**config.mk**
```make
export PLATFORM = sky130hd
export DESIGN_NAME = adc_spi_cfg_ctrl_flat
export DESIGN_NICKNAME = d
export VERILOG_FILES = /design/src/rtl/adc_spi_cfg_ctrl_if.sv /design/src/rtl/adc_spi_cfg_ctrl.sv /design/src/flat_wrapper.sv
export SDC_FILE = /design/constraint.sdc
export NUM_CORES = 1
export LEC_CHECK = 0
export ABC_AREA = 1
export CELL_PAD_IN_SITES_DETAIL_PLACEMENT = 0
export CELL_PAD_IN_SITES_GLOBAL_PLACEMENT = 1
export CORE_UTILIZATION = 46
export DETAILED_ROUTE_END_ITERATION = 7
export GPL_ROUTABILITY_DRIVEN = 0
export PLACE_DENSITY_LB_ADDON = 0.1
export SYNTH_ARGS = -nofsm -noshare
export SYNTH_HDL_FRONTEND = slang
export SYNTH_SLANG_ARGS = --single-unit
```
**constraint.sdc**
```tcl
create_clock -name clk -period 3.83 [get_ports clk]
set_input_delay 0.5745 -clock clk [delete_from_list [all_inputs] [get_ports clk]]
set_output_delay 0.5745 -clock clk [all_outputs]
set_load 0.02 [all_outputs]
```
**src/rtl/adc_spi_cfg_ctrl_if.sv**
```systemverilog
// Host request/response channel of the ADC0 SPI configuration controller.
// The host drives a level-held request and gets a one-cycle ack plus read data.
interface adc_spi_cfg_ctrl_if;
    logic        req;
    logic        we;
    logic [12:0] addr;
    logic [7:0]  wdata;
    logic        ack;
    logic [7:0]  rdata;

    modport master (
        output req, we, addr, wdata,
        input  ack, rdata
    );

    modport slave (
        input  req, we, addr, wdata,
        output ack, rdata
    );
endinterface

```
**src/rtl/adc_spi_cfg_ctrl.sv**
```systemverilog
// 3-wire SPI sequencer for ADC0: power-up wait, fixed init table, then host
// register reads/writes. All pin outputs are registered from the next state.
module adc_spi_cfg_ctrl #(
    parameter int unsigned CLK_DIV      = 2,
    parameter int unsigned PWRUP_CYCLES = 1000,
    parameter int unsigned CS_GAP       = 4
) (
    input  logic              clk,
    input  logic              reset,
    adc_spi_cfg_ctrl_if.slave host,
    output logic              busy,
    output logic              init_done,
    output logic              csb,
    output logic              sclk,
    output logic              sdio_out,
    output logic              sdio_oe,
    input  logic              sdio_in
);
    localparam int unsigned MAX_AB  = (CLK_DIV > CS_GAP) ? CLK_DIV : CS_GAP;
    localparam int unsigned CNT_MAX = (MAX_AB > PWRUP_CYCLES) ? MAX_AB : PWRUP_CYCLES;
    localparam int unsigned CNT_W   = $clog2(CNT_MAX + 1);
    typedef logic [CNT_W-1:0] cnt_t;
    localparam cnt_t DIV_LAST = cnt_t'(CLK_DIV - 1);
    localparam cnt_t PWR_LAST = cnt_t'(PWRUP_CYCLES - 1);
    localparam cnt_t GAP_LAST = cnt_t'(CS_GAP - 1);

    typedef enum logic [2:0] {PWRUP, LOAD, SETUP, SHIFT, HOLD, GAP, IDLE} state_t;

    state_t      state_q, state_d;
    cnt_t        cnt_q, cnt_d;
    logic        phase_q, phase_d;      // 0 = sclk high half, 1 = sclk low half
    logic [4:0]  bit_q, bit_d;
    logic [1:0]  idx_q, idx_d;
    logic        host_q, host_d;
    logic        rd_q, rd_d;
    logic [23:0] sr_q, sr_d;
    logic [7:0]  rx_q, rx_d;
    logic        ack_q, ack_d;
    logic [7:0]  rdata_q, rdata_d;
    logic        done_q, done_d;
    logic        csb_q, csb_d, sclk_q, sclk_d, sdo_q, sdo_d, oe_q, oe_d, busy_q, busy_d;
    logic        in_frame;

    function automatic logic [23:0] init_frame(input logic [1:0] i);
        case (i)
            2'd0:    init_frame = {3'b000, 13'h000, 8'h18};
            2'd1:    init_frame = {3'b000, 13'h014, 8'h01};
            2'd2:    init_frame = {3'b000, 13'h016, 8'h00};
            default: init_frame = {3'b000, 13'h0FF, 8'h01};
        endcase
    endfunction

    always_comb begin
        state_d = state_q;
        cnt_d   = cnt_q + cnt_t'(1);
        phase_d = phase_q;
        bit_d   = bit_q;
        idx_d   = idx_q;
        host_d  = host_q;
        rd_d    = rd_q;
        sr_d    = sr_q;
        rx_d    = rx_q;
        ack_d   = 1'b0;
        rdata_d = rdata_q;
        done_d  = done_q;
        case (state_q)
            PWRUP: if (cnt_q == PWR_LAST) begin
                state_d = LOAD;
                cnt_d   = '0;
            end
            LOAD: begin
                cnt_d   = '0;
                phase_d = 1'b0;
                bit_d   = '0;
                if (!done_q) begin
                    sr_d    = init_frame(idx_q);
                    host_d  = 1'b0;
                    rd_d    = 1'b0;
                    state_d = SETUP;
                end else if (host.req) begin
                    sr_d    = {~host.we, 2'b00, host.addr, host.we ? host.wdata : 8'h00};
                    host_d  = 1'b1;
                    rd_d    = ~host.we;
                    state_d = SETUP;
                end else begin
                    state_d = IDLE;
                end
            end
            SETUP: if (cnt_q == DIV_LAST) begin
                state_d = SHIFT;
                cnt_d   = '0;
            end
            SHIFT: if (cnt_q == DIV_LAST) begin
                cnt_d = '0;
                if (!phase_q) begin
                    phase_d = 1'b1;
                    sr_d    = {sr_q[22:0], 1'b0};
                end else if (bit_q == 5'd23) begin
                    state_d = HOLD;
                end else begin
                    phase_d = 1'b0;
                    bit_d   = bit_q + 5'd1;
                    // sample on the rising edges of bits 16..23
                    if (bit_q >= 5'd15) rx_d = {rx_q[6:0], sdio_in};
                end
            end
            HOLD: if (cnt_q == DIV_LAST) begin
                state_d = GAP;
                cnt_d   = '0;
                if (host_q) begin
                    ack_d = 1'b1;
                    if (rd_q) rdata_d = rx_q;
                end else begin
                    idx_d = idx_q + 2'd1;
                    if (idx_q == 2'd3) done_d = 1'b1;
                end
            end
            GAP: if (cnt_q == GAP_LAST) begin
                state_d = LOAD;
                cnt_d   = '0;
            end
            default: begin
                cnt_d = '0;
                if (host.req) state_d = LOAD;
            end
        endcase

        in_frame = (state_d == SETUP) || (state_d == SHIFT) || (state_d == HOLD);
        csb_d    = ~in_frame;
        sclk_d   = (state_d == SHIFT) && !phase_d;
        oe_d     = in_frame && !(rd_d && ((bit_d > 5'd15) || ((bit_d == 5'd15) && phase_d)));
        sdo_d    = oe_d & sr_d[23];
        busy_d   = (state_d != IDLE);
    end

    always_ff @(posedge clk or negedge reset) begin
        if (!reset) begin
            state_q <= PWRUP;
            cnt_q   <= '0;
            phase_q <= 1'b0;
            bit_q   <= '0;
            idx_q   <= '0;
            host_q  <= 1'b0;
            rd_q    <= 1'b0;
            sr_q    <= '0;
            rx_q    <= '0;
            ack_q   <= 1'b0;
            rdata_q <= '0;
            done_q  <= 1'b0;
            csb_q   <= 1'b1;
            sclk_q  <= 1'b0;
            sdo_q   <= 1'b0;
            oe_q    <= 1'b0;
            busy_q  <= 1'b1;
        end else begin
            state_q <= state_d;
            cnt_q   <= cnt_d;
            phase_q <= phase_d;
            bit_q   <= bit_d;
            idx_q   <= idx_d;
            host_q  <= host_d;
            rd_q    <= rd_d;
            sr_q    <= sr_d;
            rx_q    <= rx_d;
            ack_q   <= ack_d;
            rdata_q <= rdata_d;
            done_q  <= done_d;
            csb_q   <= csb_d;
            sclk_q  <= sclk_d;
            sdo_q   <= sdo_d;
            oe_q    <= oe_d;
            busy_q  <= busy_d;
        end
    end

    assign host.ack   = ack_q;
    assign host.rdata = rdata_q;
    assign busy       = busy_q;
    assign init_done  = done_q;
    assign csb        = csb_q;
    assign sclk       = sclk_q;
    assign sdio_out   = sdo_q;
    assign sdio_oe    = oe_q;
endmodule

```
**src/flat_wrapper.sv**
```systemverilog
// flat-port wrapper written by rule: the top's interface ports become plain ports
module adc_spi_cfg_ctrl_flat 
#(
    parameter int unsigned CLK_DIV      = 2,
    parameter int unsigned PWRUP_CYCLES = 1000,
    parameter int unsigned CS_GAP       = 4
)
  (clk, reset, busy, init_done, csb, sclk, sdio_out, sdio_oe, sdio_in, host_req, host_we, host_addr, host_wdata, host_ack, host_rdata);
  adc_spi_cfg_ctrl_if host_i ();
  input  logic clk;
  input  logic reset;
  output logic busy;
  output logic init_done;
  output logic csb;
  output logic sclk;
  output logic sdio_out;
  output logic sdio_oe;
  input  logic sdio_in;
  input wire logic [$bits(host_i.req)-1:0] host_req;
  input wire logic [$bits(host_i.we)-1:0] host_we;
  input wire logic [$bits(host_i.addr)-1:0] host_addr;
  input wire logic [$bits(host_i.wdata)-1:0] host_wdata;
  output wire logic [$bits(host_i.ack)-1:0] host_ack;
  output wire logic [$bits(host_i.rdata)-1:0] host_rdata;
  assign host_i.req = host_req;
  assign host_i.we = host_we;
  assign host_i.addr = host_addr;
  assign host_i.wdata = host_wdata;
  assign host_ack = host_i.ack;
  assign host_rdata = host_i.rdata;
  adc_spi_cfg_ctrl #(.CLK_DIV(CLK_DIV), .PWRUP_CYCLES(PWRUP_CYCLES), .CS_GAP(CS_GAP)) u_core (.clk(clk), .reset(reset), .host(host_i), .busy(busy), .init_done(init_done), .csb(csb), .sclk(sclk), .sdio_out(sdio_out), .sdio_oe(sdio_oe), .sdio_in(sdio_in));
endmodule
```
==> results.py <==
metrics = {
    "outcome": {
        "status": "finished clean",
    },
    "synth": {
        "syn_inst": 417,
        "ys_top_cells_by_area": "dfrtp_1 47%, nand2_1 12%, nand3_1 5.8%",
        "mappedNetlistArea_mm2": 0.003613,
        "netlist-cell-type-count": 47,
        "ys_warn_count": 0,
        "synth_seq_cells": 70,
        "syn_nets": 453,
        "synth_top_area_share": 0.4709,
        "synth-edff-count": 0,
        "seq_area_frac_synth": 0.4855,
        "syn_avg_cell_area_um2": 8.665,
        "synthFlopType": "dfrtp_1",
        "synth_top_cell_by_area": "dfrtp_1",
        "async_reset_ff_frac": 1.000,
    },
    "power_and_ir_drop": {
        "vdd_drop_max_uv": 243.1,
        "p_leak_nw": 2.001,
        "power_w": 0.002454,
        "power_density_mw_per_mm2": 566.7,
    },
    "drt": {
        "vias": 2851,
        "initialDrtViolationCount": 137,
        "routed_via_density": 5.046,
        "firstDrtPassIters": 4,
        "post_drt_wl_per_cell_um": 13.15,
        "wirelength_mm": 7.430,
        "drc": 0,
        "drtAntennaViolNets": 0,
    },
    "layout": {
        "nNetsFinal": 497,
        "layout_commonest_cell": "nand2_1",
        "mostFrequentLayoutCells": "116 x nand2_1, 68 x dfrtp_1, 42 x nand3_1",
        "final_area_mm2": 0.004330,
        "drive_above_1_share": 0.1395,
        "fin_cells": 565,
        "area_delta_synth_final_pct": 19.84,
        "multi_input_area_mm2": 0.001634,
        "post-route-util": 0.5845,
        "final.fill_count": 660,
        "diodes": 0,
        "seqCellArea_mm2": 0.001754,
    },
    "timing": {
        "worst_pin_slew_ps": 756.7,
        "period_share": 0.5592,
        "finClkSkew_ps": 16.13,
        "max_freq_ghz": 0.4670,
        "setup-violations-final": 0,
        "period_needed_ps": 2142,
        "rsz0062_at_grt": "no",
        "slew_violations": 0,
        "max-slew-margin-rel": 0.4955,
        "setup_tns_ps": 0,
        "finalHoldViolCount": 0,
    },
    "grt": {
        "antenna_found_initial": 0,
        "grt_pass1_wl_mm": 13.24,
        "grt_max_degree": 35,
        "grt-ovfl-total": 0,
        "grt_pass1_vias": 2861,
        "grt_usage": 0.2005,
    },
    "clocking": {
        "cts_tree": "yes",
        "numClockSinks": 70,
        "ctsHoldBuffers": 0,
        "clk_path_buf_depth": 2,
        "cts_root_buffer": "clkbuf_8",
        "cts_resized": 0,
        "numCtsBuffers": 9,
        "htreeDepth": 3,
        "cts_setup_buffers": 0,
        "clock_latency_ps": 350,
        "cts.clk_slew.worst_paths_ps": 80,
    },
    "critical_path": {
        "cp_top_family": "buffers and inverters",
        "critPathArrivalTime_ps": 1570,
        "cp-end-kind": "output pin",
        "slowest_delay_ps": 680,
        "path_cells": "clkdlybuf4s50_1",
        "crit_fanout": 11,
        "crit_type": "flip-flop to output pin",
        "critical_path.slowest_cell": "clkdlybuf4s50_1",
        "worst_setup_path_start_kind": "flip-flop",
        "crit_buf_inv": 1,
        "worst_ep_required_time_ps": 3260,
    },
    "placed_design": {
        "port-buffer-count": 40,
        "dp_hpwl_mm": 5.384,
        "dp.cells": 549,
        "placed_cell_area_mm2": 0.004100,
    },
    "floorplan": {
        "start_util": 0.4878,
        "die_h_um": 90.63,
        "die_width_um": 90.63,
        "coreArea_mm2": 0.007408,
        "pin_count": 41,
        "dieArea_mm2": 0.008214,
        "num_rows": 31,
    },
    "worst_hold_path": {
        "hold_path.class": "input pin to async pin",
    },
    "flow_run": {
        "maxCapViolCount": 0,
    },
}
-- synthesized netlist by cell type (2+ instances only) --
library cell,n
inv_1,37
nor3b_1,2
a21oi_1,14
o221ai_1,2
ha_1,10
dfrtp_1,68
buf_2,5
nor3_1,5
nor2_2,7
o211ai_1,2
o21ai_1,8
nor2_1,23
nand2_4,2
nand3_1,42
inv_2,6
nor3_2,2
nand3_4,3
nand4_1,4
clkbuf_1,2
o21ai_2,2
nor2_4,5
nand2_2,7
nand2_1,116
nand3_2,2
o21ai_0,12
clkinv_1,2
dfstp_2,2
xnor2_1,3
xor2_1,3
buf_4,2
-- cell families (layout without fill, tap and decap cells) --
kind of cell	after synthesis	in the layout	share of synthesized area
adders and majority gates	10	10	0.03463
and+or+nand+nor	226	226	0.3116
DFF	70	70	0.4855
xor gates and xnor gates	6	6	0.01455
AOI/OAI and AO/OA	48	48	0.08519
muxes	2	2	0.006232
buffers and inverters	55	104	0.06233
-- where the power goes --
group / switching (W) / total [W] / internal [W] / leakage, nW
Clock: 0.000292 / 0.000680 / 0.000388 / 0.109
Combinational: 0.000461 / 0.000736 / 0.000275 / 0.947
Sequential: 0.000127 / 0.00104 / 0.000910 / 0.945
-- worst paths after layout --
path,from,endpoint,slack [ps],cells past startpoint
max reg2reg,u_core.phase_q,u_core.sdio_oe,1760,11
min,reset,u_core.cnt_q[5],290,1
min in group clk,u_core.rx_q[7],u_core.rx_q[7],480,2
max,u_core.init_done,init_done,1690,1
max in group asynchronous,reset,u_core.sr_q[23],2730,2
min reg2reg,u_core.rx_q[7],u_core.rx_q[7],480,2
-- area by class of cell --
cell class                      count  area share
Tap cell                           99     0.02860
Timing Repair Buffer               42     0.09477
Sequential cell                    70      0.4051
Clock buffer                       10     0.03178
Clock inverter                      6     0.02138
Multi-Input combinational cell    292      0.3773
Inverter                           46     0.04103
-- metrics by stage --
| stage | hold slack (ps) | setup slack [ps] |
|---|---|---|
| 6_report | 288.6 | 1688 |
| 5_1_grt | 367.5 | 1546 |
| 4_1_cts | 320.9 | 1665 |
| 3_5_place_dp | 469.3 | 1580 |
| 3_3_place_gp | 462.1 | 1654 |
| 2_1_floorplan | 278.9 | 2133 |
-- state kept, by name, indices dropped and copies added, names as in the netlist --
name and count:
u_core.sr_q 24, u_core.busy 1, u_core.sdio_out 1, u_core.csb 1, u_core.idx_q 2, u_core.phase_q 1, u_core.init_done 1, u_core.cnt_q 10
u_core.sclk 1, u_core.state_q 3, u_core.rx_q 8, u_core.host.rdata 8, u_core.host.ack 1, u_core.sdio_oe 1, u_core.host_q 1, u_core.rd_q 1
u_core.bit_q 5
-- routing by layer --
| layer | part of all wire | vias up | GRT usage |
|---|---|---|---|
| li1 | - | 1438 | - |
| met4 | 0.022 | 0 | 0.08468 |
| met3 | 0.024 | 14 | 0.02525 |
| met2 | 0.46 | 52 | 0.3201 |
| met1 | 0.49 | 1347 | 0.2746 |
| met5 | 0 | - | 0 |
No activity file was read; power rests on OpenSTA's default activity.
